`config.mk`:
```
export PLATFORM = sky130hd
export DESIGN_NAME = mni_pkt_sequencer
export DESIGN_NICKNAME = d
export VERILOG_FILES = /design/src/rtl/mni_pkt_sequencer.sv
export SDC_FILE = /design/constraint.sdc
export NUM_CORES = 1
export LEC_CHECK = 0
export CORE_ASPECT_RATIO = 0.9
export CORE_MARGIN = 2
export CORE_UTILIZATION = 48
export CTS_CLUSTER_SIZE = 10
export DETAILED_ROUTE_END_ITERATION = 8
export PLACE_DENSITY = 0.95
export REMOVE_ABC_BUFFERS = 1
export SLEW_MARGIN = 10
export SYNTH_ARGS = -nofsm -noshare
export SYNTH_HDL_FRONTEND = slang
export SYNTH_SLANG_ARGS = --single-unit
```
`constraint.sdc`:
```
create_clock -name clk -period 11.3 [get_ports clk]
set_input_delay 3.39 -clock clk [delete_from_list [all_inputs] [get_ports clk]]
set_output_delay 3.39 -clock clk [all_outputs]
set_load 0.1 [all_outputs]
```
`src/rtl/mni_pkt_sequencer.sv`:
```
// Sequences parser packets into myNodeInfo. It drops filtered types, pulses en_MNI, holds off the parser while myNodeInfo settles,
// and runs the member-node TX slot countdown.
module mni_pkt_sequencer #(
  parameter int WORD_WIDTH = 16,
  parameter int SETTLE_CYC = 2,
  parameter int DROP_W     = 8
) (
  input  logic                  clk,
  input  logic                  nrst,
  input  logic                  rx_valid,
  output logic                  rx_ready,
  input  logic [2:0]            rx_pktType,
  input  logic [WORD_WIDTH-1:0] rx_destID,
  input  logic [WORD_WIDTH-1:0] rx_hops,
  input  logic [WORD_WIDTH-1:0] rx_timeslot,
  input  logic [WORD_WIDTH-1:0] rx_energy,
  input  logic [WORD_WIDTH-1:0] myNodeID,
  input  logic                  role,
  input  logic                  slot_tick,
  output logic                  en_MNI,
  output logic [2:0]            fPktType,
  output logic [WORD_WIDTH-1:0] destinationID,
  output logic [WORD_WIDTH-1:0] hops,
  output logic [WORD_WIDTH-1:0] timeslot,
  output logic [WORD_WIDTH-1:0] energy,
  output logic                  tx_slot_go,
  output logic                  slot_armed,
  output logic                  busy,
  output logic [DROP_W-1:0]     drop_cnt
);

  typedef enum logic [1:0] {
    IDLE   = 2'd0,
    ISSUE  = 2'd1,
    SETTLE = 2'd2
  } state_t;

  state_t                state, state_nx;
  logic [3:0]            settle_cnt, settle_cnt_nx;
  logic [WORD_WIDTH-1:0] slot_cnt;
  logic                  xfer;
  logic                  fwd;

  // CHTimeslot is forwarded only when it targets this node and the node is a member.
  always_comb begin
    fwd = 1'b0;
    unique case (rx_pktType)
      3'b000, 3'b001, 3'b101: fwd = 1'b1;
      3'b100:                 fwd = (rx_destID == myNodeID) && !role;
      default:                fwd = 1'b0;
    endcase
  end

  assign xfer = rx_valid && rx_ready;

  always_comb begin
    state_nx      = state;
    settle_cnt_nx = settle_cnt;
    rx_ready      = (state == IDLE);
    en_MNI        = (state == ISSUE);
    busy          = (state != IDLE);
    unique case (state)
      IDLE:   if (xfer && fwd) state_nx = ISSUE;
      ISSUE: begin
        state_nx      = SETTLE;
        settle_cnt_nx = 4'(SETTLE_CYC - 1);
      end
      SETTLE: begin
        if (settle_cnt == '0) state_nx = IDLE;
        else                  settle_cnt_nx = settle_cnt - 4'd1;
      end
      default: state_nx = IDLE;
    endcase
  end

  always_ff @(posedge clk or posedge nrst) begin
    if (nrst) begin
      state      <= IDLE;
      settle_cnt <= '0;
    end else begin
      state      <= state_nx;
      settle_cnt <= settle_cnt_nx;
    end
  end

  always_ff @(posedge clk or posedge nrst) begin
    if (nrst) begin
      fPktType      <= '0;
      destinationID <= '0;
      hops          <= '0;
      timeslot      <= '0;
      energy        <= '0;
    end else if (xfer && fwd) begin
      fPktType      <= rx_pktType;
      destinationID <= rx_destID;
      hops          <= rx_hops;
      timeslot      <= rx_timeslot;
      energy        <= rx_energy;
    end
  end

  always_ff @(posedge clk or posedge nrst) begin
    if (nrst) begin
      drop_cnt <= '0;
    end else if (xfer && !fwd && (drop_cnt != '1)) begin
      drop_cnt <= drop_cnt + 1'b1;
    end
  end

  // Arm/disarm in ISSUE takes priority over a coincident slot_tick.
  always_ff @(posedge clk or posedge nrst) begin
    if (nrst) begin
      slot_cnt   <= '0;
      slot_armed <= 1'b0;
      tx_slot_go <= 1'b0;
    end else begin
      tx_slot_go <= 1'b0;
      if (state == ISSUE && fPktType == 3'b100) begin
        slot_cnt   <= timeslot;
        slot_armed <= 1'b1;
      end else if (state == ISSUE && fPktType == 3'b000) begin
        slot_armed <= 1'b0;
      end else if (slot_tick && slot_armed) begin
        if (slot_cnt == '0) begin
          tx_slot_go <= 1'b1;
          slot_armed <= 1'b0;
        end else begin
          slot_cnt <= slot_cnt - 1'b1;
        end
      end
    end
  end

endmodule

```
# Yosys cells after proc, flatten, opt, wreduce, memory -nomap -nowiden
# Cells that the tools add are included.
[classes]
n_addsub = 3
eq_ne = 13
muxes = 18
reduce_logical = 25
[ops]
columns = ["op", "count"]
rows = [
  ["2-to-1 mux 16 bit", 4],
  ["== test 16 bit", 1],
  ["zero test 16 bit", 1],
  ["subtractor 16 x 1 -> 16 bit (second input constant)", 1],
  ["== test 3 bit (second input constant)", 3],
  ["adder 8 x 1 -> 8 bit (second input constant)", 1],
  ["logical AND 1 bit", 8],
  ["2-to-1 mux 1 bit", 8],
  ["inequality test 2 bit (second input constant)", 4],
  ["inequality test 8 bit (second input constant)", 1],
  ["one-hot mux 4 bit (2 select lines)", 1],
  ["zero test 3 bit", 2],
  ["one-hot mux 2 bit (3 select lines)", 1],
  ["AND reduction 2 bit", 3],
  ["nonzero test 2 bit", 3],
  ["nonzero test 3 bit", 2],
  ["zero test 4 bit", 1],
  ["2-to-1 mux 2 bit", 2],
  ["2-to-1 mux 4 bit", 1],
  ["subtractor 4 x 1 -> 4 bit (second input constant)", 1],
  ["== test 3 x 1 -> 1 bit (second input constant)", 1],
  ["AND reduction 3 bit", 1],
  ["OR reduction 3 bit", 1],
  ["== test 2 x 1 -> 1 bit (second input constant)", 1],
  ["other kinds (5)", 6],
]
[totals]
regBits = 99
output_inout_bits = 80
word_cells = 70

# Longest topological paths before layout
[logic_depth]
ltp_word = 6
mapped_depth = 8
depth_no_buf = 7

# Worst setup path before layout
# No wires, ideal clock.
[synth_path]
path_kind = "reg-to-output"
startpoint = "reg state[1]"
endpoint = "out busy"
arrival_ns = 2.641
required_time_ns = 7.910
setup_slack_ns = 5.269
path_stages_with_launch = 3
n_path_buf = 0
cell_sequence = "dfrtp_1 nor2_1 inv_1"
[synth_via]
elab_chain_len = 1
[synth_lines]
columns = ["element", "line_no", "rtl"]
rows = [
  ["start: declaration", "38", "state_t state, state_nx;"],
  ["start signal: assignment", "81", "state <= state_nx;"],
  ["nonzero test 2 bit", "61", "busy = (state != IDLE);"],
  ["end: declaration", "28", "output logic busy,"],
]
# No other way between the ends.

# Worst setup path after layout
[layout_path]
startpoint = "in rx_pktType[0]"
endpoint = "reg energy[9]"
[layout_via]
elab_chain_len = 4
word_cells_on_any_way = 7
cone_classes = "eq/ne: 3; mux: 1; reduce/logical: 3"
[layout_lines]
columns = ["element", "line_no", "rtl"]
rows = [
  ["start: declaration", "12", "input logic [2:0] rx_pktType,"],
  ["== test 3 x 1 -> 1 bit (tied with other cells)", "47", "unique case (rx_pktType)"],
  ["OR reduction 3 bit", "47", ""],
  ["one-hot mux 1 bit (2 select lines) *", "47", ""],
  ["logical AND 1 bit *", "93", "end else if (xfer && fwd) begin"],
  ["end signal: assignment", "98", "energy <= rx_energy;"],
  ["end: declaration", "25", "output logic [WORD_WIDTH-1:0] energy,"],
]
# Mark *: on every way between the ends. The rest lies on a longest branch, timed or not.
# A chain may end at the register's enable or synchronous reset.

==> results.cfg <==
[synth]
synth_area_leaders = dfrtp_1 (56%), mux2_2 (12%), mux2_1 (5.1%)
yosysWarnings = 0
avgSynthCellArea_um2 = 12.6
synth-xor-area-share = 0.0495
synth_top_flop_cell = dfrtp_1
synth-simple-area-share = 0.120
synthAdderAreaFrac = 0.0113
synth_compound_area_frac = 0.0565
yosysSeqAreaShare = 0.560
synthCells = 352
ys_ff_latch = 99
netlist.area_leader.share = 0.560
synth_top_family_by_area = multiplexers
async_flop_share = 1.00
synthMuxAreaShare = 0.175
ys_types = 48
syn_area_mm2 = 0.00443
synth_top_area_cell = dfrtp_1
synth_edf_count = 0

[floorplan]
die_h_um = 95.1
rows = 33
die_w_um = 105
ios = 168
core_area_mm2 = 0.00904
start_util = 0.490
die_area_mm2 = 0.0100

[routing]
wirelength_um = 10700
vias = 3411
ant_nets = 0
top_layer = met4
drc = 0
m1WireLength_um = 4030
firstDrtPassIters = 4
initialDrtViolationCount = 112
vias_per_cell = 5.29
route.met3.wl_um = 752
wl_per_cell_um = 16.5
met2_length_um = 5710

[critical_path]
slowest_stage = buf_4
path_cells = clkdlybuf4s50_1 > nor4b_2 > nand4_1 > nor3_2 > nand4_2 > a21oi_4 > buf_4 > mux2_2
worstSetupStartpointType = input pin
critPathBufInv = 2
critPathTopFamily = buffers and inverters
critPathRequiredTime_ps = 11540
path_max_fanout = 66
cp_data_arrival_time_ps = 6220
critical-path-max-stage-delay_ps = 690
reg2reg_slack_ps = 9030
critPathKind = input pin to flop
end_kind = flop

[global_routing]
grt_antenna_before_repair = 0
grt_max_degree = 67
grt_pass1_wl_um = 16900
grt_usage = 0.216
grt_overflow_total = 0
grt_pass1_vias = 3527

[cts]
cts_sinks = 99
clk_path_buf_depth = 2
ctsResizeCount = 0
numCtsBuffers = 9
tritoncts = done
clock_latency_ps = 350
postCtsHoldBufs = 0
path_clk_slew_ps = 80
htreeDepth = 3
clockRootBuffer = clkbuf_8
post_cts_buffers = 0

[layout]
ff_latch_area_mm2 = 0.00248
nFillCells = 610
syn_to_final_growth_pct = 44.2
multiInputGateArea_mm2 = 0.00182
drive_above_1_share = 0.140
diodes = 0
nets = 613

[job]
cap_violations = 0

[timing]
min_period_ps = 5970
drv_slew = 0
hold_viol = 0
slew-limit-headroom = 0.313
setup_tns_ps = 0
fmax_mhz = 167
worst_pin_slew_ps = 1030
finalClockSkew_ps = 12.5
fin_crit_sh = 0.529
setup_viol = 0
rsz0062_at_grt = no

[worst_hold_path]
hold_path.class = flop to flop

[placement]
hpwlAfterDp_um = 7880
gp_congestion = 0.802
port_buffers = 167

[run_status]
status = complete, no violations
## path summary, 6_finish.rpt
kind                                              start                      endpoint  cells after the start
setup / recovery                          rx_pktType[0]         energy[9]$_DFFE_PP0P_                      8
hold / removal             destinationID[0]$_DFFE_PP0P_  destinationID[0]$_DFFE_PP0P_                      1
setup reg to reg               slot_cnt[12]$_DFFE_PP0P_       slot_cnt[7]$_DFFE_PP0P_                      6
hold reg to reg            destinationID[0]$_DFFE_PP0P_  destinationID[0]$_DFFE_PP0P_                      1
max in group asynchronous                          nrst       slot_cnt[2]$_DFFE_PP0P_                      3
min in group asynchronous                          nrst           hops[1]$_DFFE_PP0P_                      2
## layer usage
metal  GRT usage  up-vias
li1            -     1588
met1       0.244     1677
met2       0.388      131
met3      0.0766       15
met4      0.0633        0
met5           0        -
## flip-flops by register name, summed over array words and instances (netlist names)
signal / count
destinationID: 16
drop_cnt: 8
energy: 16
fPktType: 3
hops: 16
settle_cnt: 4
slot_armed: 1
slot_cnt: 16
state: 2
timeslot: 16
tx_slot_go: 1
## synthesized netlist by cell type, types with 5 or more instances
| master | number |
|---|---|
| dfrtp_1 | 99 |
| xnor2_1 | 10 |
| and3_1 | 5 |
| mux2_1 | 20 |
| inv_1 | 10 |
| o211ai_1 | 5 |
| nor3_1 | 8 |
| xor2_1 | 15 |
| a21oi_1 | 11 |
| nand3_1 | 11 |
| nand4_1 | 6 |
| nor2_1 | 13 |
| o21ai_0 | 6 |
| mux2_2 | 47 |
| nand2_1 | 27 |
## area by class of cell
class	instances	share of cell area
clock buffer	10	0.0216
clock inverter	3	0.0102
inverter	10	0.00627
multi-input combinational	232	0.286
sequential	99	0.388
tap	122	0.0239
timing repair buffer	169	0.264
## metrics by stage
stage          utilization  hold WS (ps)  area, µm²  cells  setup WS, ps
6_report             0.706           492       6380    645          5330
4_1_cts              0.706           498       6380    645          5320
5_1_grt              0.706           521       6380    645          5140
3_5_place_dp         0.684           478       6180    632          4920
2_1_floorplan            -           462       4340    341          5270
3_3_place_gp         0.684           467       6180    632          5020
## kinds of logic (layout without fill, tap and decap cells)
logic type                 count (synthesis)  after routing
DFF                                       99             99
and+or+nand+nor                           97             97
muxes                                     69             69
AOI/OAI and AO/OA                         37             37
xor gates and xnor gates                  25             25
buffers and inverters                     21            192
adders and majority gates                  4              4
## placed cells by master, fill, tap and decap left out, types with 2 or more instances in the layout
master	instances
a21oi_1	11
a31oi_1	2
and2_1	3
and3_1	5
buf_4	2
bufinv_16	2
clkbuf_8	10
clkdlybuf4s50_1	167
dfrtp_1	99
ha_1	4
inv_1	9
mux2_1	20
mux2_2	47
mux2i_1	2
nand2_1	27
nand2b_1	3
nand3_1	11
nand4_1	6
nor2_1	13
nor3_1	8
nor4_1	4
o211ai_1	5
o21ai_0	6
o311ai_0	3
or2_2	2
or3_1	4
or4_1	3
xnor2_1	10
xor2_1	15
Power is left out: the tool's default activity adds up to more than one toggle a clock period on the data nets, which glitch-free logic cannot reach.
